`config.mk`:
```
export PLATFORM = sky130hd
export DESIGN_NAME = id_ex_stage_flat
export DESIGN_NICKNAME = d
export VERILOG_FILES = /design/src/rtl/id_ex_stage_if.sv /design/src/rtl/id_ex_stage.sv /design/src/flat_wrapper.sv
export SDC_FILE = /design/constraint.sdc
export NUM_CORES = 1
export LEC_CHECK = 0
export ABC_AREA = 1
export CORE_AREA = 2 2 123 125
export CTS_CLUSTER_DIAMETER = 100
export CTS_CLUSTER_SIZE = 16
export DETAILED_ROUTE_END_ITERATION = 6
export DIE_AREA = 0 0 125 127
export PLACE_DENSITY = 0.8
export SLEW_MARGIN = 30
export SYNTH_ARGS = -nofsm -noshare
export SYNTH_HDL_FRONTEND = slang
export SYNTH_SLANG_ARGS = --single-unit
```
`constraint.sdc`:
```
create_clock -name i_clk -period 1.2 [get_ports i_clk]
set_input_delay 0.36 -clock i_clk [delete_from_list [all_inputs] [get_ports i_clk]]
set_output_delay 0.36 -clock i_clk [all_outputs]
set_load 0.02 [all_outputs]
```
`src/rtl/id_ex_stage_if.sv`:
```
// id_ex_stage_if: decode-side, forwarding and ALU-side signals of the ID/EX stage
interface id_ex_stage_if #(parameter int W = 32, parameter int RA_W = 5);
  logic            i_stall;
  logic            i_flush;
  logic            i_valid;
  logic [RA_W-1:0] i_rs_addr;
  logic [RA_W-1:0] i_rt_addr;
  logic [RA_W-1:0] i_rd_addr;
  logic [W-1:0]    i_rs_data;
  logic [W-1:0]    i_rt_data;
  logic [15:0]     i_imm;
  logic            i_imm_sext;
  logic [4:0]      i_shamt;
  logic [5:0]      i_alu_control;
  logic            i_alu_src_imm;
  logic            i_shift_imm;
  logic            i_shift_var;
  logic            i_reg_write;
  logic            i_exmem_wr;
  logic [RA_W-1:0] i_exmem_addr;
  logic [W-1:0]    i_exmem_data;
  logic            i_memwb_wr;
  logic [RA_W-1:0] i_memwb_addr;
  logic [W-1:0]    i_memwb_data;
  logic [W-1:0]    o_op1;
  logic [W-1:0]    o_op2;
  logic [5:0]      o_alu_control;
  logic [W-1:0]    o_store_data;
  logic [RA_W-1:0] o_rd_addr;
  logic            o_reg_write;
  logic            o_valid;
  modport master (
    output i_stall, i_flush, i_valid, i_rs_addr, i_rt_addr, i_rd_addr, i_rs_data, i_rt_data,
           i_imm, i_imm_sext, i_shamt, i_alu_control, i_alu_src_imm, i_shift_imm, i_shift_var,
           i_reg_write, i_exmem_wr, i_exmem_addr, i_exmem_data, i_memwb_wr, i_memwb_addr, i_memwb_data,
    input  o_op1, o_op2, o_alu_control, o_store_data, o_rd_addr, o_reg_write, o_valid
  );
  modport slave (
    input  i_stall, i_flush, i_valid, i_rs_addr, i_rt_addr, i_rd_addr, i_rs_data, i_rt_data,
           i_imm, i_imm_sext, i_shamt, i_alu_control, i_alu_src_imm, i_shift_imm, i_shift_var,
           i_reg_write, i_exmem_wr, i_exmem_addr, i_exmem_data, i_memwb_wr, i_memwb_addr, i_memwb_data,
    output o_op1, o_op2, o_alu_control, o_store_data, o_rd_addr, o_reg_write, o_valid
  );
endinterface

```
`src/rtl/id_ex_stage.sv`:
```
// id_ex_stage: ID/EX pipeline register with EX operand selection and optional forwarding.
// Define ID_EX_FWD_EN to enable EX/MEM and MEM/WB result forwarding.
module id_ex_stage #(parameter int W = 32, parameter int RA_W = 5) (
  input logic          i_clk,
  input logic          i_rst,
  id_ex_stage_if.slave bus
);
  typedef struct packed {
    logic            valid;
    logic            reg_write;
    logic [RA_W-1:0] rs_addr;
    logic [RA_W-1:0] rt_addr;
    logic [RA_W-1:0] rd_addr;
    logic [W-1:0]    rs_data;
    logic [W-1:0]    rt_data;
    logic [15:0]     imm;
    logic            imm_sext;
    logic [4:0]      shamt;
    logic [5:0]      alu_control;
    logic            alu_src_imm;
    logic            shift_imm;
    logic            shift_var;
  } stage_t;
  stage_t r, d;
  logic [W-1:0] fa, fb;
  assign d = '{valid: bus.i_valid, reg_write: bus.i_reg_write & bus.i_valid,
               rs_addr: bus.i_rs_addr, rt_addr: bus.i_rt_addr, rd_addr: bus.i_rd_addr,
               rs_data: bus.i_rs_data, rt_data: bus.i_rt_data, imm: bus.i_imm,
               imm_sext: bus.i_imm_sext, shamt: bus.i_shamt, alu_control: bus.i_alu_control,
               alu_src_imm: bus.i_alu_src_imm, shift_imm: bus.i_shift_imm, shift_var: bus.i_shift_var};
  always_ff @(posedge i_clk)
    if (i_rst || bus.i_flush) r <= '0;
    else if (!bus.i_stall) r <= d;
`ifdef ID_EX_FWD_EN
  // EX/MEM is the younger result, so it takes precedence over MEM/WB
  always_comb begin
    fa = (bus.i_exmem_wr && bus.i_exmem_addr == r.rs_addr && r.rs_addr != '0) ? bus.i_exmem_data :
         (bus.i_memwb_wr && bus.i_memwb_addr == r.rs_addr && r.rs_addr != '0) ? bus.i_memwb_data : r.rs_data;
    fb = (bus.i_exmem_wr && bus.i_exmem_addr == r.rt_addr && r.rt_addr != '0) ? bus.i_exmem_data :
         (bus.i_memwb_wr && bus.i_memwb_addr == r.rt_addr && r.rt_addr != '0) ? bus.i_memwb_data : r.rt_data;
  end
`else
  logic unused_fwd;
  assign unused_fwd = ^{bus.i_exmem_wr, bus.i_exmem_addr, bus.i_exmem_data,
                        bus.i_memwb_wr, bus.i_memwb_addr, bus.i_memwb_data};
  assign fa = r.rs_data;
  assign fb = r.rt_data;
`endif
  assign bus.o_op1 = r.shift_imm ? {{(W-5){1'b0}}, r.shamt} :
                     r.shift_var ? {{(W-5){1'b0}}, fa[4:0]} : fa;
  assign bus.o_op2 = r.alu_src_imm ? {{(W-16){r.imm_sext & r.imm[15]}}, r.imm} : fb;
  assign bus.o_store_data  = fb;
  assign bus.o_alu_control = r.alu_control;
  assign bus.o_rd_addr     = r.rd_addr;
  assign bus.o_reg_write   = r.reg_write;
  assign bus.o_valid       = r.valid;
endmodule

```
`src/flat_wrapper.sv`:
```
// flat-port wrapper written by rule: the top's interface ports become plain ports
module id_ex_stage_flat 
#(parameter int W = 32, parameter int RA_W = 5)
  (i_clk, i_rst, bus_i_stall, bus_i_flush, bus_i_valid, bus_i_rs_addr, bus_i_rt_addr, bus_i_rd_addr, bus_i_rs_data, bus_i_rt_data, bus_i_imm, bus_i_imm_sext, bus_i_shamt, bus_i_alu_control, bus_i_alu_src_imm, bus_i_shift_imm, bus_i_shift_var, bus_i_reg_write, bus_i_exmem_wr, bus_i_exmem_addr, bus_i_exmem_data, bus_i_memwb_wr, bus_i_memwb_addr, bus_i_memwb_data, bus_o_op1, bus_o_op2, bus_o_alu_control, bus_o_store_data, bus_o_rd_addr, bus_o_reg_write, bus_o_valid);
  id_ex_stage_if #(.W(W), .RA_W(RA_W)) bus_i ();
  input logic i_clk;
  input logic i_rst;
  input wire logic [$bits(bus_i.i_stall)-1:0] bus_i_stall;
  input wire logic [$bits(bus_i.i_flush)-1:0] bus_i_flush;
  input wire logic [$bits(bus_i.i_valid)-1:0] bus_i_valid;
  input wire logic [$bits(bus_i.i_rs_addr)-1:0] bus_i_rs_addr;
  input wire logic [$bits(bus_i.i_rt_addr)-1:0] bus_i_rt_addr;
  input wire logic [$bits(bus_i.i_rd_addr)-1:0] bus_i_rd_addr;
  input wire logic [$bits(bus_i.i_rs_data)-1:0] bus_i_rs_data;
  input wire logic [$bits(bus_i.i_rt_data)-1:0] bus_i_rt_data;
  input wire logic [$bits(bus_i.i_imm)-1:0] bus_i_imm;
  input wire logic [$bits(bus_i.i_imm_sext)-1:0] bus_i_imm_sext;
  input wire logic [$bits(bus_i.i_shamt)-1:0] bus_i_shamt;
  input wire logic [$bits(bus_i.i_alu_control)-1:0] bus_i_alu_control;
  input wire logic [$bits(bus_i.i_alu_src_imm)-1:0] bus_i_alu_src_imm;
  input wire logic [$bits(bus_i.i_shift_imm)-1:0] bus_i_shift_imm;
  input wire logic [$bits(bus_i.i_shift_var)-1:0] bus_i_shift_var;
  input wire logic [$bits(bus_i.i_reg_write)-1:0] bus_i_reg_write;
  input wire logic [$bits(bus_i.i_exmem_wr)-1:0] bus_i_exmem_wr;
  input wire logic [$bits(bus_i.i_exmem_addr)-1:0] bus_i_exmem_addr;
  input wire logic [$bits(bus_i.i_exmem_data)-1:0] bus_i_exmem_data;
  input wire logic [$bits(bus_i.i_memwb_wr)-1:0] bus_i_memwb_wr;
  input wire logic [$bits(bus_i.i_memwb_addr)-1:0] bus_i_memwb_addr;
  input wire logic [$bits(bus_i.i_memwb_data)-1:0] bus_i_memwb_data;
  output wire logic [$bits(bus_i.o_op1)-1:0] bus_o_op1;
  output wire logic [$bits(bus_i.o_op2)-1:0] bus_o_op2;
  output wire logic [$bits(bus_i.o_alu_control)-1:0] bus_o_alu_control;
  output wire logic [$bits(bus_i.o_store_data)-1:0] bus_o_store_data;
  output wire logic [$bits(bus_i.o_rd_addr)-1:0] bus_o_rd_addr;
  output wire logic [$bits(bus_i.o_reg_write)-1:0] bus_o_reg_write;
  output wire logic [$bits(bus_i.o_valid)-1:0] bus_o_valid;
  assign bus_i.i_stall = bus_i_stall;
  assign bus_i.i_flush = bus_i_flush;
  assign bus_i.i_valid = bus_i_valid;
  assign bus_i.i_rs_addr = bus_i_rs_addr;
  assign bus_i.i_rt_addr = bus_i_rt_addr;
  assign bus_i.i_rd_addr = bus_i_rd_addr;
  assign bus_i.i_rs_data = bus_i_rs_data;
  assign bus_i.i_rt_data = bus_i_rt_data;
  assign bus_i.i_imm = bus_i_imm;
  assign bus_i.i_imm_sext = bus_i_imm_sext;
  assign bus_i.i_shamt = bus_i_shamt;
  assign bus_i.i_alu_control = bus_i_alu_control;
  assign bus_i.i_alu_src_imm = bus_i_alu_src_imm;
  assign bus_i.i_shift_imm = bus_i_shift_imm;
  assign bus_i.i_shift_var = bus_i_shift_var;
  assign bus_i.i_reg_write = bus_i_reg_write;
  assign bus_i.i_exmem_wr = bus_i_exmem_wr;
  assign bus_i.i_exmem_addr = bus_i_exmem_addr;
  assign bus_i.i_exmem_data = bus_i_exmem_data;
  assign bus_i.i_memwb_wr = bus_i_memwb_wr;
  assign bus_i.i_memwb_addr = bus_i_memwb_addr;
  assign bus_i.i_memwb_data = bus_i_memwb_data;
  assign bus_o_op1 = bus_i.o_op1;
  assign bus_o_op2 = bus_i.o_op2;
  assign bus_o_alu_control = bus_i.o_alu_control;
  assign bus_o_store_data = bus_i.o_store_data;
  assign bus_o_rd_addr = bus_i.o_rd_addr;
  assign bus_o_reg_write = bus_i.o_reg_write;
  assign bus_o_valid = bus_i.o_valid;
  id_ex_stage #(.W(W), .RA_W(RA_W)) u_core (.i_clk(i_clk), .i_rst(i_rst), .bus(bus_i));
endmodule
```
# Word level (Yosys, flattened, before mapping)
# Cells that the tools add are included.
# totals
reg_bits	102
in_bits	192
out_inout_bits	109
word_cells	18
# op_classes
mux	3
n_bitwise	2
reduce_logical	1
# ops
operator	count
$mux 32	3
$and 1x1->1	2
$logic_or 1x1->1	1

# Depth between registers and ports, before layout
# depth
ltp_word	2
mapped_depth	5

# Worst setup path after synthesis
# Ideal clock, no wire load.
# synth_path
path_type	reg2out
from	reg u_core.r[2] (netlist name)
to	out bus_o_op2[31]
arrival_ns	1.119
required_ns	0.840
setup_slack_ns	-0.279
stages_incl_launch_ff	4
n_path_buf	2
cell_sequence	dfxtp_1 -> buf_2 -> buf_2 -> o21ai_0
# synth_between
elab_chain_len	1
# synth_lines
item	line_no	rtl
from (decl)	id_ex_stage.sv:24	stage_t r, d;
from (signal assigned)	id_ex_stage.sv:32	if (i_rst || bus.i_flush) r <= '0;
from (signal assigned)	id_ex_stage.sv:33	else if (!bus.i_stall) r <= d;
$mux 32	id_ex_stage.sv:51	assign bus.o_op2 = r.alu_src_imm ? {{(W-16){r.imm_sext & r.imm[15]}}, r.imm} : fb;
to (decl)	flat_wrapper.sv:31	output wire logic [$bits(bus_i.o_op2)-1:0] bus_o_op2;
# No other way between the ends.

# Worst setup path in the final report
# Same ends and word-level chain as after synthesis.

==> impl_metrics.yaml <==
worst_setup_path:
  cp_max_fo: 16
  cp-start-kind: "register"
  crit_required_ps: 840
  endpoint_kind: "output pin"
  crit_chain: "buf_16, buf_4, o21ai_4, buf_6"
  crit_family: "buffers and inverters"
  path_class: "register to output pin"
  worst-path-stages: 4
  cp_slowest_cell: "dfxtp_4"
  max_stage_delay_ps: 410
  reg2reg_depth: 3
  worst_ep_arrival_time_ps: 1400
  crit_buf_inv: 3
cts:
  clk_path_buf_depth: 2
  cts_buffers: 9
  clk_pin_slew_ps: 70
  clkLatencyLatePin_ps: 350
  clock-sinks: 102
  cts_hold_buf: 0
  ctsRootBufferMaster: "clkbuf_16"
  cts_tree: "built"
  htree_levels: 3
routing:
  vias: 4820
  first_iter_violations: 165
  drt_wl_total_mm: 16.0
  drcViolationCount: 0
  drtPass1Iterations: 4
  ant_nets: 0
  wl_met3_mm: 1.23
  wl_met2_mm: 8.04
  met1_length_mm: 6.32
  wl_per_cell_microns: 15.2
  viasPerCell: 4.57
  highest_layer: "met4"
yosys:
  synth_nets: 839
  synth_most_common_cell: "nand2_1"
  synth_top_area_share_pct: 42.1
  synth-seq-cells: 102
  synth_area_leader_cell: "dfxtp_1"
  yosys-top-cells-area: "dfxtp_1, nand2_1, a21oi_2"
  avgSynthCellArea_sq_um: 7.50
  synth_area_sq_mm: 0.00485
  synth_commonest_cells: "nand2_1, dfxtp_1, a21oi_2, inv_1, buf_4"
  synthCells: 647
  async_reset_ff_share_pct: 0
  synth_top_flop_cell: "dfxtp_1"
  yosysWarnings: 0
  ys_types: 15
  synth_edf_count: 0
  yosysSeqAreaShare_pct: 42.1
pwr:
  seq_power_share_pct: 42.5
  power_density_mw_per_mm2: 982
  peakVddDrop_mv: 0.579
  intPower_mw: 6.25
  p_total_mw: 8.41
  power_frac_comb_pct: 19.5
  power.leakage_nw: 3.34
  switching_power_mw: 2.16
  p_sw_share_pct: 25.7
  p_clk_share_pct: 38.0
die:
  rows: 44
  die_w_microns: 125
  die_h_microns: 127
  core_area_sq_mm: 0.0144
  die-area_sq_mm: 0.0159
  ios: 301
  initial_core_util_pct: 33.6
final_layout:
  stdcell_count: 1055
  fillCellCount: 1219
  fin_area_sq_mm: 0.00857
  regArea_sq_mm: 0.00210
  multi_input_area_sq_mm: 0.00244
  area_growth_pct: 76.7
  layout-drive-gt1-share_pct: 46.6
  finalNetCount: 1057
worst_hold_path:
  hold_class: "register to register"
  hold_depth: 2
timing:
  drv_slew: 0
  fin_crit_ps: 1760
  rsz0062_at_grt: "yes"
  clock_skew_ps: 0
  hold_violations: 0
  worst_pin_slew_ps: 341
  post-route-period-util_pct: 146
  fmax_ghz: 0.569
  setup-violations-final: 96
  slew_headroom_pct: 77.2
  hold_ws_ps: 472
  worst_slack_ps: -557
placement:
  place_area_sq_mm: 0.00744
  pre_cts_slack_ps: -691
  dp_hpwl_mm: 10.4
  gp_congestion: 0.847
  io_buffers: 214
  dp.cells: 1025
global_routing:
  grt_pass1_wl_mm: 24.1
  track_usage_pct: 19.1
  first_global_vias: 4796
  grt_start_max_net_pins: 47
  antenna_found_initial: 1
  overflow: 0
status:
  status: "complete, but fails checks"
  failed_checks: "negative setup slack"
flow_run:
  drv_cap: 0
[registers in the layout (all words and copies together), names as in the netlist]
signal,count
u_core.bus.o_alu_control,6
u_core.r,25
u_core.bus.o_rd_addr,5
u_core.bus.o_valid,1
u_core.fa,32
u_core.bus.o_reg_write,1
u_core.bus.o_store_data,32
[cell families (layout without fill, tap and decap cells)]
| logic type | count (synthesis) | in the layout | synth area share [%] |
|---|---|---|---|
| flops | 102 | 102 | 42.1 |
| compound gates | 139 | 139 | 20.5 |
| buf+inv | 151 | 374 | 17.4 |
| other cells | 0 | 1 | 0 |
| simple gates | 255 | 255 | 19.9 |
[power by group through the flow]
stage / Combinational, mW / Clock [mW] / Sequential (mW)
detailed placement: 1.47 / 0 / 3.62
floorplan: 0.760 / 0 / 3.62
global placement: 1.46 / 0 / 3.62
global route: 1.76 / 3.39 / 3.58
CTS: 1.56 / 3.27 / 3.57
finish: 1.64 / 3.20 / 3.57
[stage by stage]
stage               TNS (ps)  util [%]
floorplan              -6520         -
global placement      -68760      51.6
detailed placement    -69980      51.6
CTS                   -32890      56.0
global route          -36490      59.4
finish                -32590      59.4
[worst reg2reg max path: cells and delay by family (launching register included)]
| kind | cells | cell delay (ps) |
|---|---|---|
| AOI/OAI and AO/OA | 1 | 120 |
| and+or+nand+nor | 1 | 60 |
| DFF | 1 | 460 |
| buffers and inverters | 1 | 190 |
[timing repair]
action | 4_1_cts | 5_1_grt
pin swaps | 4 | 7
endpoints found under the setup margin | 109 | 103
cloned | 3 | 2
resized for setup | 728 | 103
setup buffers | 2 | 6
[area by class of cell]
| type | count | share of cell area (%) |
|---|---|---|
| sequential | 102 | 24.6 |
| clock inverter | 6 | 0.978 |
| multi-input combinational | 394 | 28.5 |
| inverter | 65 | 2.86 |
| tap | 184 | 2.69 |
| timing repair buffer | 293 | 37.6 |
| clock buffer | 10 | 2.79 |
| antenna | 1 | 0.0292 |
[routing by layer]
layer	vias to the layer above	GRT usage, %
met5	-	0
met4	0	8.69
met3	29	5.86
met2	169	32.8
met1	2237	21.8
li1	2385	-
[cell usage in the layout (no fill, tap or decap), types with 10 or more instances in the layout]
cell / Yosys / layout
nor2_4: 0 / 27
buf_6: 11 / 134
o21ai_4: 0 / 14
dfxtp_1: 102 / 56
o21ai_2: 0 / 17
a21oi_1: 22 / 22
a21oi_2: 80 / 80
buf_12: 0 / 13
buf_4: 45 / 37
dfxtp_2: 0 / 44
nand2_2: 0 / 10
nand2_1: 224 / 212
clkbuf_16: 0 / 11
clkdlybuf4s50_1: 0 / 104
inv_1: 64 / 64
[worst paths after layout]
check                           from                 endpoint  slack [ps]
min reg2reg  u_core.bus.o_rd_addr[0]  u_core.bus.o_rd_addr[0]         470
max                      u_core.r[2]            bus_o_op2[31]        -560
max reg2reg              u_core.r[2]              u_core.r[2]         300
min          u_core.bus.o_rd_addr[0]  u_core.bus.o_rd_addr[0]         470
Power figures use the tool's default switching activity.
